File: config.mk
export PLATFORM = sky130hd
export DESIGN_NAME = alu_issue
export DESIGN_NICKNAME = d
export VERILOG_FILES = /design/src/rtl/alu_issue.sv
export SDC_FILE = /design/constraint.sdc
export NUM_CORES = 1
export LEC_CHECK = 0
export CAP_MARGIN = 20
export CORE_ASPECT_RATIO = 0.6
export CORE_MARGIN = 2
export CORE_UTILIZATION = 35
export DETAILED_ROUTE_END_ITERATION = 6
export PLACE_DENSITY = 0.5
export SYNTH_ARGS = -nofsm -noshare
export SYNTH_HDL_FRONTEND = slang
export SYNTH_SLANG_ARGS = --single-unit
File: constraint.sdc
create_clock -name clk -period 3 [get_ports clk]
set_input_delay 0.3 -clock clk [delete_from_list [all_inputs] [get_ports clk]]
set_output_delay 0.3 -clock clk [all_outputs]
set_load 0.03 [all_outputs]
File: src/rtl/alu_issue.sv
// alu_issue: operand-fetch / issue stage feeding alu_unit; owns the register file and RAW scoreboard.
// Optional writeback-to-operand bypass is enabled by defining ALU_ISSUE_FWD_EN.
`ifndef WIDTH
`define WIDTH 32
`endif
`ifndef ADD
`define ADD  5'd0
`define SUB  5'd1
`define AND  5'd2
`define OR   5'd3
`define XOR  5'd4
`define SHL  5'd5
`define SHR  5'd6
`define MOV  5'd7
`define MOVH 5'd8
`define CMP  5'd9
`endif

module alu_issue #(
  parameter int NUM_REGS = 16,
  parameter int RAW      = 4
) (
  input  logic              clk,
  input  logic              rst_n,
  input  logic              in_valid,
  output logic              in_ready,
  input  logic [4:0]        in_opcode,
  input  logic [2:0]        in_cc,
  input  logic [RAW-1:0]    in_rd,
  input  logic [RAW-1:0]    in_ra,
  input  logic [RAW-1:0]    in_rb,
  input  logic              in_use_imm,
  input  logic [15:0]       in_imm,
  output logic              out_valid,
  input  logic              out_ready,
  output logic [4:0]        opcode,
  output logic [2:0]        cc,
  output logic [`WIDTH-1:0] a_data,
  output logic [`WIDTH-1:0] b_data,
  output logic [RAW-1:0]    out_rd,
  input  logic              wb_en,
  input  logic [RAW-1:0]    wb_rd,
  input  logic [`WIDTH-1:0] wb_data
);
  localparam int W = `WIDTH;

  function automatic logic [W-1:0] sext_imm(input logic signed [15:0] imm);
    sext_imm = W'(imm);
  endfunction

  logic [W-1:0]        regfile_q [NUM_REGS];
  logic [W-1:0]        regfile_d [NUM_REGS];
  logic [NUM_REGS-1:0] busy_q, busy_d;
  logic                out_valid_q, out_valid_d;
  logic [4:0]          opcode_q, opcode_d;
  logic [2:0]          cc_q, cc_d;
  logic [W-1:0]        a_data_q, a_data_d;
  logic [W-1:0]        b_data_q, b_data_d;
  logic [RAW-1:0]      out_rd_q, out_rd_d;

  logic                fwd_a, fwd_b;
  logic                imm_on_a, imm_on_b, use_rb;
  logic                busy_a, busy_b, hazard, accept;
  logic [W-1:0]        rd_a, rd_b, imm_ext;
  logic [NUM_REGS-1:0] clr_mask, set_mask;

`ifdef ALU_ISSUE_FWD_EN
  assign fwd_a = wb_en && (wb_rd == in_ra) && (in_ra != '0);
  assign fwd_b = wb_en && (wb_rd == in_rb) && (in_rb != '0);
`else
  assign fwd_a = 1'b0;
  assign fwd_b = 1'b0;
`endif

  // Operand read: r0 is hardwired zero, bypass (if built) beats the array.
  assign rd_a = (in_ra == '0) ? '0 : (fwd_a ? wb_data : regfile_q[in_ra]);
  assign rd_b = (in_rb == '0) ? '0 : (fwd_b ? wb_data : regfile_q[in_rb]);

  assign imm_ext  = sext_imm(in_imm);
  assign imm_on_a = in_use_imm && ((in_opcode == `MOV) || (in_opcode == `MOVH));
  assign imm_on_b = in_use_imm && !imm_on_a;
  assign use_rb   = !imm_on_b;

  // A source being written back this cycle is not a hazard when it is bypassed.
  assign busy_a = busy_q[in_ra] && !fwd_a;
  assign busy_b = busy_q[in_rb] && !fwd_b;
  assign hazard = busy_a || (use_rb && busy_b) || busy_q[in_rd];

  assign in_ready = (!out_valid_q || out_ready) && !hazard;
  assign accept   = in_valid && in_ready;

  always_comb begin
    clr_mask = '0;
    set_mask = '0;
    if (wb_en && (wb_rd != '0)) clr_mask[wb_rd] = 1'b1;
    if (accept && (in_rd != '0)) set_mask[in_rd] = 1'b1;
  end

  always_comb begin
    out_valid_d = out_valid_q;
    opcode_d    = opcode_q;
    cc_d        = cc_q;
    a_data_d    = a_data_q;
    b_data_d    = b_data_q;
    out_rd_d    = out_rd_q;
    if (accept) begin
      out_valid_d = 1'b1;
      opcode_d    = in_opcode;
      cc_d        = in_cc;
      a_data_d    = imm_on_a ? imm_ext : rd_a;
      b_data_d    = imm_on_b ? imm_ext : rd_b;
      out_rd_d    = in_rd;
    end else if (out_ready) begin
      out_valid_d = 1'b0;
    end
    // Set after clear so an issue and a writeback to the same register leave it busy.
    busy_d    = (busy_q & ~clr_mask) | set_mask;
    regfile_d = regfile_q;
    if (wb_en && (wb_rd != '0)) regfile_d[wb_rd] = wb_data;
  end

  always_ff @(posedge clk or negedge rst_n) begin
    if (!rst_n) begin
      out_valid_q <= 1'b0;
      opcode_q    <= '0;
      cc_q        <= '0;
      a_data_q    <= '0;
      b_data_q    <= '0;
      out_rd_q    <= '0;
      busy_q      <= '0;
      for (int i = 0; i < NUM_REGS; i++) regfile_q[i] <= '0;
    end else begin
      out_valid_q <= out_valid_d;
      opcode_q    <= opcode_d;
      cc_q        <= cc_d;
      a_data_q    <= a_data_d;
      b_data_q    <= b_data_d;
      out_rd_q    <= out_rd_d;
      busy_q      <= busy_d;
      for (int i = 0; i < NUM_REGS; i++) regfile_q[i] <= regfile_d[i];
    end
  end

  assign out_valid = out_valid_q;
  assign opcode    = opcode_q;
  assign cc        = cc_q;
  assign a_data    = a_data_q;
  assign b_data    = b_data_q;
  assign out_rd    = out_rd_q;

endmodule
==> results of run 1 <==
## layout make-up
type	count	area (µm²)
clock buffers	82	1780
repair buffers	271	2830
fillers	8209	52400
well taps	1218	1520
flip-flops and latches	605	15100
diodes	2	5.00
multi-input cells	1214	15300
clock inverters	31	378
inverters	40	150
## routing by layer
metal	GRT usage	vias up	wire (µm)
li1	-	8083	-
met1	0.310	10500	45000
met2	0.313	536	42600
met3	0.0428	125	5890
met4	0.0460	6	1940
met5	0	-	37
## synth_stat cells, types with 2 or more instances
library cell and count:
nand2b_1 5, dfrtp_1 605, buf_1 17, nor2b_1 5
a21oi_1 47, or3_1 3, nor2_1 30, mux2_2 497
nand3b_1 5, buf_12 8, nand3_1 7, mux4_2 298
nor3b_1 3, inv_1 39, nand2_1 117, and2_1 2
mux2i_1 25, mux2_4 74, buf_2 32, o21ai_0 73
a32o_1 10, clkbuf_1 158, buf_6 10
## power by group through the flow
| stage | clock network, W | logic, W | registers [W] |
|---|---|---|---|
| 4_1_cts | 0.00852 | 0.00856 | 0.0119 |
| 6_report | 0.00828 | 0.00845 | 0.0119 |
| 3_3_place_gp | 0 | 0.00838 | 0.0120 |
| 5_1_grt | 0.00886 | 0.00901 | 0.0122 |
| 2_1_floorplan | 0 | 0.00510 | 0.0124 |
| 3_5_place_dp | 0 | 0.00854 | 0.0120 |
## final timing paths
kind	endpoint	cells past startpoint
worst max-delay path	in_ready	5
worst min-delay path	regfile_q[391]	2
worst max register to register	a_data[17]	8
worst min register to register	regfile_q[506]	0
max in group asynchronous	regfile_q[160]	4
min in group clk	cc[2]	2
## worst max-delay path, cell delays in order (launching register included)
cell      delay (ns)
dfrtp_1         0.45
mux4_2          0.49
a31oi_1         0.22
o211ai_1        0.14
nor3_1          0.44
buf_12          0.19
## flip-flops by register name, summed over array words and instances (netlist names)
signal and count:
regfile_q 512, a_data 32, out_valid 1, out_rd 4, b_data 32, cc 3, opcode 5, busy_q 16
## through the flow
stage,hold WS (ns),util,worst slack [ns],power [W],std cells
2_1_floorplan,0.00441,-,0.606,0.0174,2086
3_3_place_gp,0.242,0.390,0.0146,0.0203,3347
3_5_place_dp,0.243,0.390,0.0165,0.0206,3347
4_1_cts,0.137,0.414,0.0965,0.0290,3461
5_1_grt,0.157,0.415,0.0245,0.0301,3462
6_report,0.161,0.415,0.143,0.0287,3463
## kinds of logic after synthesis
family          Yosys count  share of synthesized area
compound gates          138                     0.0243
buf+inv                 267                     0.0399
flops                   605                      0.479
mux                     894                      0.432
simple gates            182                     0.0247
==> impl_metrics.json, run 1 <==
{
  "grt_pass1_wl_mm": 143,
  "cts.sinks": 605,
  "yosysWarnings": 0,
  "area_delta_synth_final_pct": 17.4,
  "std_cell_rows": 85,
  "required_ns": 2.70,
  "ios": 156,
  "internal_power_w": 0.0199,
  "seq_power_share": 0.416,
  "seq_area_frac_synth": 0.479,
  "avgRoutedWirePerCell_um": 27.6,
  "vias_per_cell": 5.55,
  "gp_congestion": 0.821,
  "synth_cell_types": 39,
  "cts_hold_buf": 1,
  "worstPathMaxFanout": 4,
  "vias": 19200,
  "dr.pass1.iters": 5,
  "die_area_um2": 92800,
  "die_y_um": 237,
  "syn-instance-count": 2086,
  "cts_tree": "done",
  "ir_drop_mv": 0.434,
  "finalClockSkew_ns": 0.0322,
  "cap_viol_max_count": 0,
  "max_slew_margin": 0.546,
  "min_period_ns": 2.86,
  "port_buffers": 155,
  "num-nets-final": 2270,
  "wl_mm": 95.5,
  "syn_nets": 2164,
  "fin_crit_sh": 0.952,
  "syn_area_um2": 31600,
  "post-cts-setup-buffers": 0,
  "max_freq_mhz": 350,
  "powerDensity_nw_per_um2": 772,
  "finalHoldViolCount": 0,
  "cp.arrival_ns": 2.56,
  "critPathKind": "flip-flop to output pin",
  "ctsResizeCount": 0,
  "layout_common_cells": "605 x dfrtp_1, 497 x mux2_2, 298 x mux4_2",
  "grt_max_degree": 111,
  "synth_area_per_cell_um2": 15.2,
  "clockBufferDepth": 3,
  "core_area_um2": 89500,
  "p_clk_frac": 0.289,
  "clk_pin_slew_worst_paths_ns": 0.07,
  "synth_largest_area_cell": "dfrtp_1",
  "synth_area_leaders": "dfrtp_1 48%, mux4_2 21%, mux2_2 18%, mux2_4 3.5%, clkbuf_1 1.9%",
  "tightestPinTransition_ns": 0.682,
  "ys.flop_type": "dfrtp_1",
  "leakagePower_nw": 15.5,
  "final_common_cell": "dfrtp_1",
  "postLayoutCellArea_um2": 37100,
  "rsz0062_at_grt": "false",
  "post-route-drc-count": 0,
  "grt_pass1_vias": 20300,
  "switching_share": 0.304,
  "pwr-share-comb": 0.295,
  "numCtsBuffers": 60,
  "place_area_um2": 35000,
  "worstSkewPairLatency_ns": 0.65,
  "drive_gt1_frac": 0.501,
  "h-tree-depth": 2,
  "worstReg2RegStart": "busy_q[14]",
  "crit_start": "busy_q[14]",
  "die_w_um": 392,
  "track_usage": 0.208,
  "endpoint_kind": "output pin",
  "status": "completed",
  "ant_nets": 0,
  "p_switching_w": 0.00871,
  "synth.top_cell.area_share": 0.479,
  "drtIter0Drc": 1484,
  "finalSetupViolCount": 0,
  "cts_root_buffer": "clkbuf_16",
  "drv_slew": 0,
  "ys_ff_latch": 605,
  "hpwl_mm": 61.0,
  "antenna_found_initial": 6,
  "start_util": 0.353,
  "reg2reg_slack_ns": 0.55,
  "synth_edf_count": 0,
  "fin_tns_setup_ns": 0,
  "worst_hold_path_type": "input port to asynchronous set/reset pin",
  "grt-ovfl-total": 0,
  "cp-start-kind": "flip-flop",
  "async_flop_share": 1.00
}
(Power assumes the default switching activity.)
==> inputs of run 2 (changes only) <==
--- a/config.mk
+++ b/config.mk
@@ -10,6 +10,7 @@
 export CORE_MARGIN = 2
 export CORE_UTILIZATION = 35
 export DETAILED_ROUTE_END_ITERATION = 6
+export MAX_ROUTING_LAYER = met4
 export PLACE_DENSITY = 0.5
 export SYNTH_ARGS = -nofsm -noshare
 export SYNTH_HDL_FRONTEND = slang
==> run 2 against run 1 <==
Net effect:
- utilization hardly changed
- sequential cell count did not move
- sequential share of layout area about the same
- global-route usage grew 0.64 points
- wire length about the same
- cell area about the same
- critical path depth is the same
- register-to-register slack hardly changed
- critical endpoint unchanged
- largest power group unchanged
==> impl_metrics.json, run 2 (synthesis gave the netlist of run 1 again) <==
{
  "utilization": 0.415,
  "worstSkewPairLatency_ns": 0.65,
  "max_slew_margin": 0.543,
  "clockBufferDepth": 3,
  "die_area_um2": 92800,
  "cap_viol_max_count": 0,
  "finalSetupViolCount": 0,
  "die_y_um": 237,
  "min_period_ns": 2.87,
  "total_power_w": 0.0287,
  "start_util": 0.353,
  "wl_mm": 95.5,
  "r2r-end": "a_data[17]",
  "final_common_cell": "dfrtp_1",
  "clk_pin_slew_worst_paths_ns": 0.07,
  "gp_congestion": 0.834,
  "ctsResizeCount": 0,
  "grt_max_degree": 111,
  "max_freq_mhz": 349,
  "area_delta_synth_final_pct": 17.4,
  "required_ns": 2.70,
  "drtIter0Drc": 1438,
  "grt-ovfl-total": 0,
  "numCtsBuffers": 60,
  "cp.arrival_ns": 2.57,
  "hpwl_mm": 61.0,
  "tightestPinTransition_ns": 0.685,
  "worstReg2RegStart": "busy_q[14]",
  "reg2reg_slack_ns": 0.54,
  "drv_slew": 0,
  "finalHoldViolCount": 0,
  "critPathKind": "flip-flop to output pin",
  "fin_tns_setup_ns": 0,
  "dr.pass1.iters": 6,
  "worst_hold_path_type": "input port to asynchronous set/reset pin",
  "cp-start-kind": "flip-flop",
  "num-nets-final": 2270,
  "powerDensity_nw_per_um2": 772,
  "largest_reg_flops": 512,
  "layout_common_cells": "605 x dfrtp_1, 497 x mux2_2, 298 x mux4_2",
  "leakagePower_nw": 15.5,
  "finalClockSkew_ns": 0.0286,
  "cts.sinks": 605,
  "cts_root_buffer": "clkbuf_16",
  "post-route-drc-count": 0,
  "rsz0062_at_grt": "false",
  "port_buffers": 155,
  "status": "completed",
  "ios": 156,
  "h-tree-depth": 2,
  "avgRoutedWirePerCell_um": 27.5,
  "die_w_um": 392,
  "drive_gt1_frac": 0.501,
  "vias": 19300,
  "worstPathMaxFanout": 4,
  "endpoint_kind": "output pin",
  "fin_crit_sh": 0.956,
  "track_usage": 0.215,
  "antenna_found_initial": 6,
  "vias_per_cell": 5.57,
  "grt_pass1_vias": 20300,
  "cts_tree": "done",
  "ir_drop_mv": 0.437,
  "largest_register": "regfile_q",
  "std_cell_rows": 85,
  "reg2regPathDepth": 8,
  "grt_pass1_wl_mm": 143,
  "ant_nets": 0,
  "core_area_um2": 89500
}
-- run 2: cell count changes in the layout (fill, tap and decap cells not counted) --
cell,before,now
diode_2,2,5
-- run 2: how the worst max path moves through the flow --
stage | from | endpoint | slack [ns] | cells after the start
finish | busy_q[14] | in_ready | 0.13 | 5
global placement | in_rd[0] | a_data[20] | 0.01 | 9
detailed placement | in_rd[0] | a_data[17] | 0.02 | 9
floorplan | in_rb[1] | b_data[23] | 0.61 | 8
CTS | busy_q[14] | in_ready | 0.1 | 5
global route | busy_q[14] | in_ready | 0.02 | 5
-- run 2: through the flow --
step           setup WS [ns]  hold slack [ns]  cells  area [µm²]
6_report               0.131            0.160   3466       37100
5_1_grt               0.0241            0.157   3465       37100
4_1_cts               0.0965            0.137   3461       37100
3_5_place_dp          0.0165            0.243   3347       35000
3_3_place_gp          0.0146            0.242   3347       35000
2_1_floorplan          0.606          0.00441   2086       31600
-- run 2: power breakdown --
group          internal (W)  switching, W  leakage [nW]
Sequential           0.0103       0.00166          7.50
Clock               0.00476       0.00352          1.05
Combinational       0.00492       0.00354          6.92
Total                0.0199       0.00872          15.5
-- run 2: cell type report --
type                    instances  area (µm²)
well taps                    1218        1520
repair buffers                271        2830
inverters                      40         150
multi-input cells            1214       15300
clock inverters                31         378
flip-flops and latches        605       15100
clock buffers                  82        1780
diodes                          5        12.5
fillers                      8207       52400
-- run 2: timing repair --
item	in CTS	in global routing
hold buffers	1	0
endpoints found under the setup margin	0	0
buffers inserted	0	0
hold endpoints to repair	86	0
-- run 2: per-layer routing --
layer | global-route usage | share of wire | wire (µm)
met1 | 0.311 | 0.47 | 45300
met2 | 0.313 | 0.45 | 42700
met3 | 0.0426 | 0.059 | 5590
met4 | 0.0460 | 0.019 | 1840
met5 | - | 0 | 0
-- run 2: worst max-delay path: stages, from the launching register on --
cell,delay (ns)
dfrtp_1,0.46
mux4_2,0.49
a31oi_1,0.22
o211ai_1,0.14
nor3_1,0.45
buf_12,0.19
==> inputs of run 3 (changes only) <==
--- a/config.mk
+++ b/config.mk
@@ -7,7 +7,6 @@
 export LEC_CHECK = 0
 export CAP_MARGIN = 20
 export CORE_ASPECT_RATIO = 0.6
-export CORE_MARGIN = 2
 export CORE_UTILIZATION = 35
 export DETAILED_ROUTE_END_ITERATION = 6
 export MAX_ROUTING_LAYER = met4
==> constraint.sdc (replaced) <==
create_clock -name clk -period 3.35 [get_ports clk]
set_input_delay 0.335 -clock clk [delete_from_list [all_inputs] [get_ports clk]]
set_output_delay 0.335 -clock clk [all_outputs]
set_load 0.03 [all_outputs]
==> run 3 against run 2 <==
Net effect:
- die area is 1.4% lower
- power fell by 12%
- hold slack gained 0.15 ns
- non-clock buffer count fell by 19
- worst setup slack gained 0.32 ns
- clock skew down 0.014 ns
- sequential share of layout area grew 0.27 points
- clock-buffer cell count is 5 higher
- critical path type is now input port to output pin
- utilization rose by 0.22 points
- combinational power fell by 11%
- global-route usage rose by 0.34 points
==> impl_metrics.json, run 3 (synthesis gave the netlist of run 1 again) <==
{
  "core_area_um2": 88500,
  "critPathCapture": "in_ready",
  "hpwl_mm": 59.0,
  "pwr-share-comb": 0.298,
  "finalClockSkew_ns": 0.0143,
  "layout_common_cells": "605 x dfrtp_1, 497 x mux2_2, 298 x mux4_2",
  "start_util": 0.357,
  "switching_share": 0.303,
  "seq_power_share": 0.421,
  "numCtsBuffers": 60,
  "largest_register": "regfile_q",
  "port_buffers": 155,
  "grt_pass1_vias": 20200,
  "tightestPinTransition_ns": 0.780,
  "top_layer": "met4",
  "track_usage": 0.218,
  "h-tree-depth": 2,
  "post-route-drc-count": 0,
  "status": "completed",
  "die_y_um": 235,
  "endpoint_kind": "output pin",
  "internal_power_w": 0.0176,
  "max_freq_mhz": 345,
  "worstSkewPairLatency_ns": 0.65,
  "cts_tree": "done",
  "dr.pass1.iters": 5,
  "grt_pass1_wl_mm": 145,
  "crit_start": "in_rd[0]",
  "seqCellArea_um2": 15100,
  "critPathKind": "input port to output pin",
  "r2r-end": "a_data[19]",
  "std_cell_rows": 84,
  "leakagePower_nw": 15.3,
  "placed_cells": 3314,
  "p_clk_frac": 0.282,
  "p_switching_w": 0.00766,
  "reg2reg_slack_ns": 0.98,
  "antenna_found_initial": 4,
  "cp.arrival_ns": 2.57,
  "wl_mm": 95.7,
  "cp-start-kind": "input port",
  "m1WireLength_mm": 45.8,
  "fin_crit_sh": 0.866,
  "multi_input_area_um2": 15300,
  "worstReg2RegStart": "busy_q[11]",
  "finalNonFillerCells": 3424,
  "die_w_um": 390,
  "ant_nets": 0,
  "grt-ovfl-total": 0,
  "drive_gt1_frac": 0.491,
  "ctsResizeCount": 0,
  "cap_viol_max_count": 0,
  "gp_congestion": 0.820,
  "cts_hold_buf": 1,
  "largest_reg_flops": 512,
  "rsz0062_at_grt": "false",
  "worstPathMaxFanout": 9,
  "die_area_um2": 91600,
  "vias": 19200,
  "cts_root_buffer": "clkbuf_16",
  "wl_met3_mm": 4.64,
  "reg2regPathDepth": 7,
  "wl_met2_mm": 43.6,
  "clk_pin_slew_worst_paths_ns": 0.06,
  "post-cts-setup-buffers": 0,
  "ios": 156,
  "required_ns": 3.01,
  "ir_drop_mv": 0.410,
  "fin_tns_setup_ns": 0,
  "min_period_ns": 2.90,
  "clockBufferDepth": 3,
  "finalHoldViolCount": 0,
  "avgRoutedWirePerCell_um": 28.0,
  "area_delta_synth_final_pct": 16.6,
  "final_common_cell": "dfrtp_1",
  "fillers": 7979,
  "max_slew_margin": 0.480,
  "finalSetupViolCount": 0,
  "cts.sinks": 605,
  "drv_slew": 0,
  "worst_hold_path_type": "input port to asynchronous set/reset pin",
  "num-nets-final": 2251,
  "vias_per_cell": 5.60,
  "powerDensity_nw_per_um2": 686,
  "drtIter0Drc": 1478,
  "grt_max_degree": 85
}
==> run 3: worst min path at each step <==
stage | from | end | slack (ns) | cells after the start
after CTS | in_cc[2] | cc[2] | 0.28 | 2
final | rst_n | busy_q[14] | 0.31 | 2
after floorplan | rst_n | a_data[0] | 0.04 | 0
after detailed placement | regfile_q[500] | regfile_q[500] | 0.38 | 0
after global routing | in_cc[2] | cc[2] | 0.30 | 2
after global placement | regfile_q[504] | regfile_q[504] | 0.38 | 0
==> run 3: layer usage <==
metal | up-vias | track usage
li1 | 8037 | -
met1 | 10500 | 0.320
met2 | 506 | 0.321
met3 | 120 | 0.0344
met4 | 0 | 0.0415
met5 | - | -
==> run 3: through the flow <==
step / power, W / setup slack [ns] / cell area (µm²) / util / hold WS, ns
after floorplan: 0.0156 / 0.921 / 31600 / - / 0.0394
after global placement: 0.0182 / 0.311 / 34800 / 0.394 / 0.377
after detailed placement: 0.0183 / 0.241 / 34800 / 0.394 / 0.385
after CTS: 0.0256 / 0.415 / 36900 / 0.417 / 0.284
after global routing: 0.0265 / 0.310 / 36900 / 0.417 / 0.301
final: 0.0253 / 0.447 / 36900 / 0.417 / 0.313
==> run 3: worst max-delay path, stage by stage <==
cell and delay [ns]:
clkdlybuf4s50_1 0.73, mux4_2 0.56, mux2i_1 0.17, o211ai_1 0.13, nor3_1 0.30, buf_4 0.21
buf_12 0.12
==> run 3: cell type report <==
| type | count | area share |
|---|---|---|
| tap | 1204 | 0.0408 |
| inverter | 40 | 0.00407 |
| sequential | 605 | 0.410 |
| clock inverter | 19 | 0.00733 |
| clock buffer | 87 | 0.0479 |
| timing repair buffer | 252 | 0.0738 |
| antenna | 3 | 0.000204 |
| multi-input combinational | 1214 | 0.415 |
==> run 3: power groups by stage <==
stage	registers [W]	clock network (W)	logic, W
after floorplan	0.0111	0	0.00456
after global placement	0.0107	0	0.00746
after detailed placement	0.0107	0	0.00758
after CTS	0.0106	0.00734	0.00761
after global routing	0.0109	0.00761	0.00802
final	0.0106	0.00712	0.00753
